### config.mk
export PLATFORM = sky130hd
export DESIGN_NAME = run_ctrl_flat
export DESIGN_NICKNAME = d
export VERILOG_FILES = /design/src/rtl/run_ctrl_pkg.sv /design/src/rtl/run_ctrl_if.sv /design/src/rtl/run_ctrl_sat_counter.sv /design/src/rtl/run_ctrl.sv /design/src/flat_wrapper.sv
export SDC_FILE = /design/constraint.sdc
export NUM_CORES = 1
export LEC_CHECK = 0
export BUFFER_PORTS_ARGS = -buffer_cell sky130_fd_sc_hd__buf_4
export CAP_MARGIN = 20
export CORE_UTILIZATION = 35
export DETAILED_ROUTE_END_ITERATION = 6
export HOLD_SLACK_MARGIN = 0.02
export PLACE_DENSITY = 0.68
export SYNTH_ARGS = -nofsm -noshare
export SYNTH_HDL_FRONTEND = slang
export SYNTH_SLANG_ARGS = --single-unit
### constraint.sdc
create_clock -name clk -period 2.83 [get_ports clk]
set_clock_uncertainty 0.2 [all_clocks]
set_input_delay 0.566 -clock clk [delete_from_list [all_inputs] [get_ports clk]]
set_output_delay 0.566 -clock clk [all_outputs]
set_load 0.02 [all_outputs]
### src/rtl/run_ctrl_pkg.sv
// Shared types and default sizing for the run sequencer.
package run_ctrl_pkg;

    typedef enum logic [1:0] {IDLE, INIT, RUN, DONE} run_state_t;

    localparam int D_DEF          = 12;
    localparam int CW_DEF         = 16;
    localparam int RST_CYCLES_DEF = 2;
    localparam int MAX_CYCLES_DEF = 4000;

endpackage

### src/rtl/run_ctrl_if.sv
// Requester handshake plus core control bundle for run_ctrl.
interface run_ctrl_if
    import run_ctrl_pkg::*;
#(
    parameter int D  = D_DEF,
    parameter int CW = CW_DEF
);
    logic          req;
    logic          halt;
    logic [D-1:0]  start_addr;
    logic          core_reset;
    logic          core_en;
    logic [D-1:0]  pc_init;
    logic          busy;
    logic          done;
    logic [CW-1:0] cycle_count;
    logic          timeout;

    modport master (
        output req, halt, start_addr,
        input  core_reset, core_en, pc_init, busy, done, cycle_count, timeout
    );

    modport slave (
        input  req, halt, start_addr,
        output core_reset, core_en, pc_init, busy, done, cycle_count, timeout
    );
endinterface

### src/rtl/run_ctrl_sat_counter.sv
// Up-counter with synchronous clear that sticks at all-ones instead of wrapping.
module sat_counter #(
    parameter int W = 16
) (
    input  logic         clk,
    input  logic         clr,
    input  logic         en,
    output logic [W-1:0] count
);
    always_ff @(posedge clk) begin
        if (clr)
            count <= '0;
        else if (en && (count != {W{1'b1}}))
            count <= count + W'(1);
    end
endmodule

### src/rtl/run_ctrl.sv
// Run sequencer: IDLE -> INIT (core held in reset) -> RUN -> DONE (until req drops).
// Optional watchdog on RUN length compiled in with RUN_CTRL_WATCHDOG_EN.
module run_ctrl
    import run_ctrl_pkg::*;
#(
    parameter int D          = D_DEF,
    parameter int CW         = CW_DEF,
    parameter int RST_CYCLES = RST_CYCLES_DEF,
    parameter int MAX_CYCLES = MAX_CYCLES_DEF
) (
    input  logic       clk,
    input  logic       reset,
    run_ctrl_if.slave  bus
);
    localparam int IW = (RST_CYCLES > 1) ? $clog2(RST_CYCLES) : 1;

    if (RST_CYCLES < 1) begin : g_bad_rst_cycles
        $error("run_ctrl: RST_CYCLES must be >= 1");
    end
    if (MAX_CYCLES < 1) begin : g_bad_max_cycles
        $error("run_ctrl: MAX_CYCLES must be >= 1");
    end

    run_state_t    state, state_nxt;
    logic [IW-1:0] init_cnt;
    logic [D-1:0]  pc_init_q;
    logic [CW-1:0] cycle_count;
    logic          accept;
`ifdef RUN_CTRL_WATCHDOG_EN
    logic          wd_hit;
    logic          timeout_q;
`endif

    always_comb begin
        state_nxt = state;
        accept    = 1'b0;
`ifdef RUN_CTRL_WATCHDOG_EN
        wd_hit    = 1'b0;
`endif
        case (state)
            IDLE: if (bus.req) begin
                accept    = 1'b1;
                state_nxt = INIT;
            end
            INIT: if (init_cnt == '0) state_nxt = RUN;
            RUN: begin
                // halt takes priority over the watchdog on the same cycle
                if (bus.halt)
                    state_nxt = DONE;
`ifdef RUN_CTRL_WATCHDOG_EN
                else if (cycle_count == CW'(MAX_CYCLES - 1)) begin
                    wd_hit    = 1'b1;
                    state_nxt = DONE;
                end
`endif
            end
            DONE: if (!bus.req) state_nxt = IDLE;
            default: state_nxt = IDLE;
        endcase
    end

    always_ff @(posedge clk) begin
        if (reset) begin
            state     <= IDLE;
            init_cnt  <= '0;
            pc_init_q <= '0;
        end else begin
            state <= state_nxt;
            if (accept) begin
                init_cnt  <= IW'(RST_CYCLES - 1);
                pc_init_q <= bus.start_addr;
            end else if ((state == INIT) && (init_cnt != '0)) begin
                init_cnt <= init_cnt - IW'(1);
            end
        end
    end

`ifdef RUN_CTRL_WATCHDOG_EN
    always_ff @(posedge clk) begin
        if (reset || accept)
            timeout_q <= 1'b0;
        else if (wd_hit)
            timeout_q <= 1'b1;
    end
    assign bus.timeout = timeout_q;
`else
    assign bus.timeout = 1'b0;
`endif

    // The halt cycle is counted; a watchdog stop lands on exactly MAX_CYCLES.
    sat_counter #(.W(CW)) u_cycle_cnt (
        .clk   (clk),
        .clr   (reset | accept),
        .en    (state == RUN),
        .count (cycle_count)
    );

    assign bus.core_reset  = (state == IDLE) || (state == INIT);
    assign bus.core_en     = (state == RUN) && !bus.halt;
    assign bus.busy        = (state == INIT) || (state == RUN);
    assign bus.done        = (state == DONE);
    assign bus.pc_init     = pc_init_q;
    assign bus.cycle_count = cycle_count;
endmodule

### src/flat_wrapper.sv
// flat-port wrapper written by rule: the top's interface ports become plain ports
module run_ctrl_flat import run_ctrl_pkg::*;
#(
    parameter int D          = D_DEF,
    parameter int CW         = CW_DEF,
    parameter int RST_CYCLES = RST_CYCLES_DEF,
    parameter int MAX_CYCLES = MAX_CYCLES_DEF
)
  (clk, reset, bus_req, bus_halt, bus_start_addr, bus_core_reset, bus_core_en, bus_pc_init, bus_busy, bus_done, bus_cycle_count, bus_timeout);
  run_ctrl_if #(.D(D), .CW(CW)) bus_i ();
  input  logic clk;
  input  logic reset;
  input wire logic [$bits(bus_i.req)-1:0] bus_req;
  input wire logic [$bits(bus_i.halt)-1:0] bus_halt;
  input wire logic [$bits(bus_i.start_addr)-1:0] bus_start_addr;
  output wire logic [$bits(bus_i.core_reset)-1:0] bus_core_reset;
  output wire logic [$bits(bus_i.core_en)-1:0] bus_core_en;
  output wire logic [$bits(bus_i.pc_init)-1:0] bus_pc_init;
  output wire logic [$bits(bus_i.busy)-1:0] bus_busy;
  output wire logic [$bits(bus_i.done)-1:0] bus_done;
  output wire logic [$bits(bus_i.cycle_count)-1:0] bus_cycle_count;
  output wire logic [$bits(bus_i.timeout)-1:0] bus_timeout;
  assign bus_i.req = bus_req;
  assign bus_i.halt = bus_halt;
  assign bus_i.start_addr = bus_start_addr;
  assign bus_core_reset = bus_i.core_reset;
  assign bus_core_en = bus_i.core_en;
  assign bus_pc_init = bus_i.pc_init;
  assign bus_busy = bus_i.busy;
  assign bus_done = bus_i.done;
  assign bus_cycle_count = bus_i.cycle_count;
  assign bus_timeout = bus_i.timeout;
  run_ctrl #(.D(D), .CW(CW), .RST_CYCLES(RST_CYCLES), .MAX_CYCLES(MAX_CYCLES)) u_core (.clk(clk), .reset(reset), .bus(bus_i));
endmodule
---- After elaboration in Yosys (flattened, before gate mapping) ----
Cells that the tools add are included.
storage, ports and cells
  input bits .............................. 16
  logic and storage cells ................. 33
  bits in registers ....................... 31
cells by class
  add/sub/neg operators ................... 2
  equal/unequal tests ..................... 8
  reductions and logical operators ........ 9
  bitwise gates (word level) .............. 1
  multiplexer cells ....................... 9
operators with widths
  kind                                                                    count
  16-bit by 1-bit adder with 16-bit output (second input constant)        1
  16-bit inequality test (second input constant)                          1
  2-bit 2-to-1 mux                                                        4
  2-bit inequality test (second input constant)                           4
  2-bit one-hot mux with 4 select lines                                   1
  2-bit equality test (second input constant)                             2
  1-bit 2-to-1 mux                                                        4
  4-bit AND reduction                                                     1
  1-bit logical AND                                                       3
  2-bit by 1-bit equality test with 1-bit output (second input constant)  1
  2-bit zero test                                                         1
  1-bit logical OR                                                        2
  2-bit nonzero test                                                      1
  1-bit zero test                                                         1
  1-bit bitwise OR                                                        1
  1-bit subtractor (second input constant)                                1

---- Depth between registers and ports, before layout ----
  word-level depth ........................ 4
  mapped depth ............................ 7

---- By module ----
Synthesis repeated with hierarchy kept, for this count alone.
unflattened totals
  cell total of the unflattened synthesis .. 178
  area total of the unflattened synthesis .. 1487.7 µm²
modules (own cells, without submodules)
  module       times used  cells an instance  area an instance (µm²)  seq. area each (µm²)
  sat_counter  1           99                 848.3                   320.3
  run_ctrl     1           79                 639.4                   300.3

---- Worst setup path before layout ----
Ideal clock, no wire load.
  kind .................................... register -> register
  start point ............................. register u_core.u_cycle_cnt.count[0]
  end point ............................... register u_core.u_cycle_cnt.count[10]
  library setup time ...................... 0.070 ns
  arrival time ............................ 1.673 ns
  stages on the path, launching flop included .. 6
  setup slack ............................. 0.887 ns
  path buffers ............................ 0
  clock period less this slack ............ 1.943 ns
  cell sequence ........................... dfxtp_1 ha_1 nand2_1 or2_1 or4_1 a21oi_1
on the way
  longest elaborated chain between the ends .. 2
  elaborated cells on any way between the ends .. 3
  classes of those cells .................. add/sub: 1; eq/ne: 1; reduce/logical: 1
RTL lines
  what                                                                              RTL line                    text
  from (decl)                                                                       run_ctrl_sat_counter.sv:8   output logic [W-1:0] count
  from (signal assigned)                                                            run_ctrl_sat_counter.sv:14  count <= count + W'(1);
  branches (longest 2 deep; another with 16-bit by 1-bit adder with 16-bit output)  n/a
Parallel ways; which one is timed is not known.
A chain may end at the register's enable or synchronous reset.

---- Final worst setup path ----
  start point ............................. register u_core.state[0]
  end point ............................... output bus_core_reset
on the way
  longest elaborated chain between the ends .. 2
  elaborated cells on any way between the ends .. 3
  classes of those cells .................. eq/ne: 1; reduce/logical: 2
RTL lines
  what                                                                               RTL line            text
  from (decl)                                                                        run_ctrl.sv:24      run_state_t state, state_nxt;
  from (signal assigned)                                                             run_ctrl.sv:68      state <= state_nxt;
  2-bit by 1-bit equality test with 1-bit output or 2-bit zero test (tied branches)  run_ctrl.sv:98      assign bus.core_reset = (state == IDLE) || (state == INIT);
  1-bit logical OR (*)                                                               run_ctrl.sv:98
  to (decl)                                                                          flat_wrapper.sv:16  output wire logic [$bits(bus_i.core_reset)-1:0] bus_core_reset;
Every way passes the cells marked *; elsewhere a longest branch is shown, timed or not.

==> results.sh <==
export IMPL_outcome="finished, final reports clean"
export IMPL_post_dp_cell_area_um2=1840
export IMPL_grt_overflow_total=0
export IMPL_finalNonFillerCells=272
export IMPL_layout_nets=245
export IMPL_synth_edf_count=0
export IMPL_cts_buffers=5
export IMPL_port_buffers=47
export IMPL_gp_congestion=0.762
export IMPL_yosys_top_cells_count="35 x nand2_1, 31 x dfxtp_1, 25 x a21oi_1"
export IMPL_worstPathCellList="inv_1 > ha_1 > or2_2 > buf_4"
export IMPL_hold_viol_final=0
export IMPL_dp_cells=264
export IMPL_critPathKind="reg2out"
export IMPL_wire_per_inst_um=11.8
export IMPL_cp_required_ps=2060
export IMPL_reg2reg_depth=6
export IMPL_finalSetupViolCount=0
export IMPL_die_area_um2=4370
export IMPL_crit_slowest_cell="dfxtp_1"
export IMPL_min_period_ps=2210
export IMPL_num_vias=1367
export IMPL_grt_pass1_wl_mm=5.11
export IMPL_yosysTopAreaCell="dfxtp_1"
export IMPL_power_density_nw_per_um2=726
export IMPL_rr_startpoint="u_core.state[0]"
export IMPL_antenna_found_initial=0
export IMPL_cts_root_buffer="clkbuf_8"
export IMPL_grt_max_degree=18
export IMPL_cp_start_kind="flop"
export IMPL_yosys_area_top_type_share_pct=43.1
export IMPL_grt_pass1_vias=1111
export IMPL_slew_violations=0
export IMPL_p_leak_nw=0.792
export IMPL_cts_hold_buf=0
export IMPL_r2r_end="u_core.u_cycle_cnt.count[7]"
export IMPL_power_mw=1.42
export IMPL_drive_gt1_share_pct=28.1
export IMPL_drt_pass1_iter_count=4
export IMPL_post_route_util_pct=51.5
export IMPL_rsz0062_at_grt="no"
export IMPL_critPathLaunch="u_core.state[0]"
export IMPL_crit_arrival_ps=1440
export IMPL_coreArea_um2=3800
export IMPL_cts_tree="yes"
export IMPL_start_util_pct=37.9
export IMPL_fp_row_count=22
export IMPL_max_slew_margin_pct=61.7
export IMPL_yosys_warnings=0
export IMPL_irDropWorstVdd_mv=0.519
export IMPL_async_flop_share_pct=0
export IMPL_postLayoutCellArea_um2=1960
export IMPL_drt_iter0_drc=49
export IMPL_drc=0
export IMPL_clkSinkCount=31
export IMPL_hold_path_depth=2
export IMPL_clkLatencyLatePin_ps=280
export IMPL_yosys_top_cells_area="dfxtp_1 43%, nand2_1 9.1%, a21oi_1 8.7%"
export IMPL_track_usage_pct=15.6
export IMPL_boundaryPins=49
export IMPL_crit_path_max_incr_delay_ps=390
export IMPL_path_clk_slew_ps=70
export IMPL_htree_levels=2
export IMPL_ys_types=38
export IMPL_post_route_period_util_pct=78.1
export IMPL_tightest_slew_ps=573
export IMPL_syn_cell_area_um2=1440
export IMPL_ys_ff_latch=31
export IMPL_holdCritStartpoint="u_core.bus.pc_init[4]"
export IMPL_critPathCaptureType="output port"
export IMPL_maxCapViolations=0
export IMPL_drt_total_wl_mm=3.22
export IMPL_r2r_slack_ps=680
export IMPL_dp_hpwl_mm=2.29
export IMPL_area_growth_pct=35.9
export IMPL_cts_resized=0
export IMPL_syn_inst=173
export IMPL_synth_flop_cell="dfxtp_1"
export IMPL_fillers=371
export IMPL_crit_fanout=4
export IMPL_clockBufferDepth=2
export IMPL_synth_area_per_cell_um2=8.32
export IMPL_ant_nets=0
export IMPL_worstHoldPathType="reg2reg"
export IMPL_fmax_mhz=452
export IMPL_vias_per_cell=5.03
export IMPL_fp_dieH_um=66.1
export IMPL_synth_nets=195
export IMPL_seq_area_frac_synth_pct=43.1
export IMPL_hold_path_endpoint="u_core.bus.pc_init[4]"
export IMPL_final_setup_tns_ps=0
export IMPL_dieWidth_um=66.1
export IMPL_yosysMostFrequentCell="nand2_1"
export IMPL_antenna_cells=0
export IMPL_post_cts_buffers=0
## area by class of cell
class	instances	area, um2	share of cell area, %
multi-input combinational	128	761	38.9
sequential	31	621	31.7
timing repair buffer	50	375	19.2
clock buffer	5	68.8	3.52
tap	48	60.1	3.07
clock inverter	3	43.8	2.24
inverter	7	26.3	1.34
## worst max-delay path by stage
stage,endpoint,slack (ps),depth (start not counted)
2_1_floorplan,u_core.u_cycle_cnt.count[10],890,5
3_3_place_gp,u_core.u_cycle_cnt.count[7],790,6
3_5_place_dp,u_core.u_cycle_cnt.count[7],720,6
4_1_cts,bus_core_reset,610,4
5_1_grt,bus_core_en,510,4
6_report,bus_core_reset,620,4
## worst max-delay path, delay by kind of cell, from the launching register on
kind	cells	cell delay (ps)
buffers and inverters	2	260
AND/OR/NAND/NOR	1	280
adder cells (fa/ha/maj)	1	240
flip-flops	1	390
## stage by stage
stage	hold slack, ps	setup WS [ps]
after floorplan	250	887
after global placement	244	793
after detailed placement	247	722
after CTS	257	609
after global routing	282	506
final	257	619
## placed cells by master (no fill, tap or decap), types with 3 or more instances in the layout
cell,instances
a21oi_1,25
or3_1,4
o31ai_1,5
nand2_1,35
nand2b_1,3
nor3_1,4
mux2i_1,3
dfxtp_1,31
clkbuf_8,5
inv_1,7
or4_1,5
ha_1,6
buf_4,50
nor2_1,5
nand3_1,3
o21ai_0,5
## sequential cells by signal (all words and copies together), names as in the netlist
signal,cells
u_core.u_cycle_cnt.count,16
u_core.bus.pc_init,12
u_core.state,2
u_core.init_cnt,1
## logic make-up (layout without fill, tap and decap cells)
| group | Yosys count | count (layout) | synth area share (%) |
|---|---|---|---|
| compound gates | 42 | 42 | 17.0 |
| other cells | 1 | 1 | 0.261 |
| flops | 31 | 31 | 43.1 |
| mux | 4 | 4 | 2.87 |
| buf+inv | 14 | 65 | 4.00 |
| simple gates | 75 | 75 | 27.5 |
| fa+ha+maj | 6 | 6 | 5.22 |
## where the power goes
| group | internal [mW] | switching, mW | total, mW |
|---|---|---|---|
| Sequential | 0.489 | 0.0339 | 0.523 |
| Combinational | 0.199 | 0.266 | 0.465 |
| Clock | 0.262 | 0.171 | 0.433 |
## layer usage
metal | GRT usage, % | vias up | wire length [um]
li1 | - | 712 | -
met1 | 21.0 | 603 | 1540
met2 | 21.9 | 48 | 1400
met3 | 5.69 | 4 | 238
met4 | 7.18 | 0 | 40
met5 | 0 | - | 0
Power figures use the tool's default switching activity.
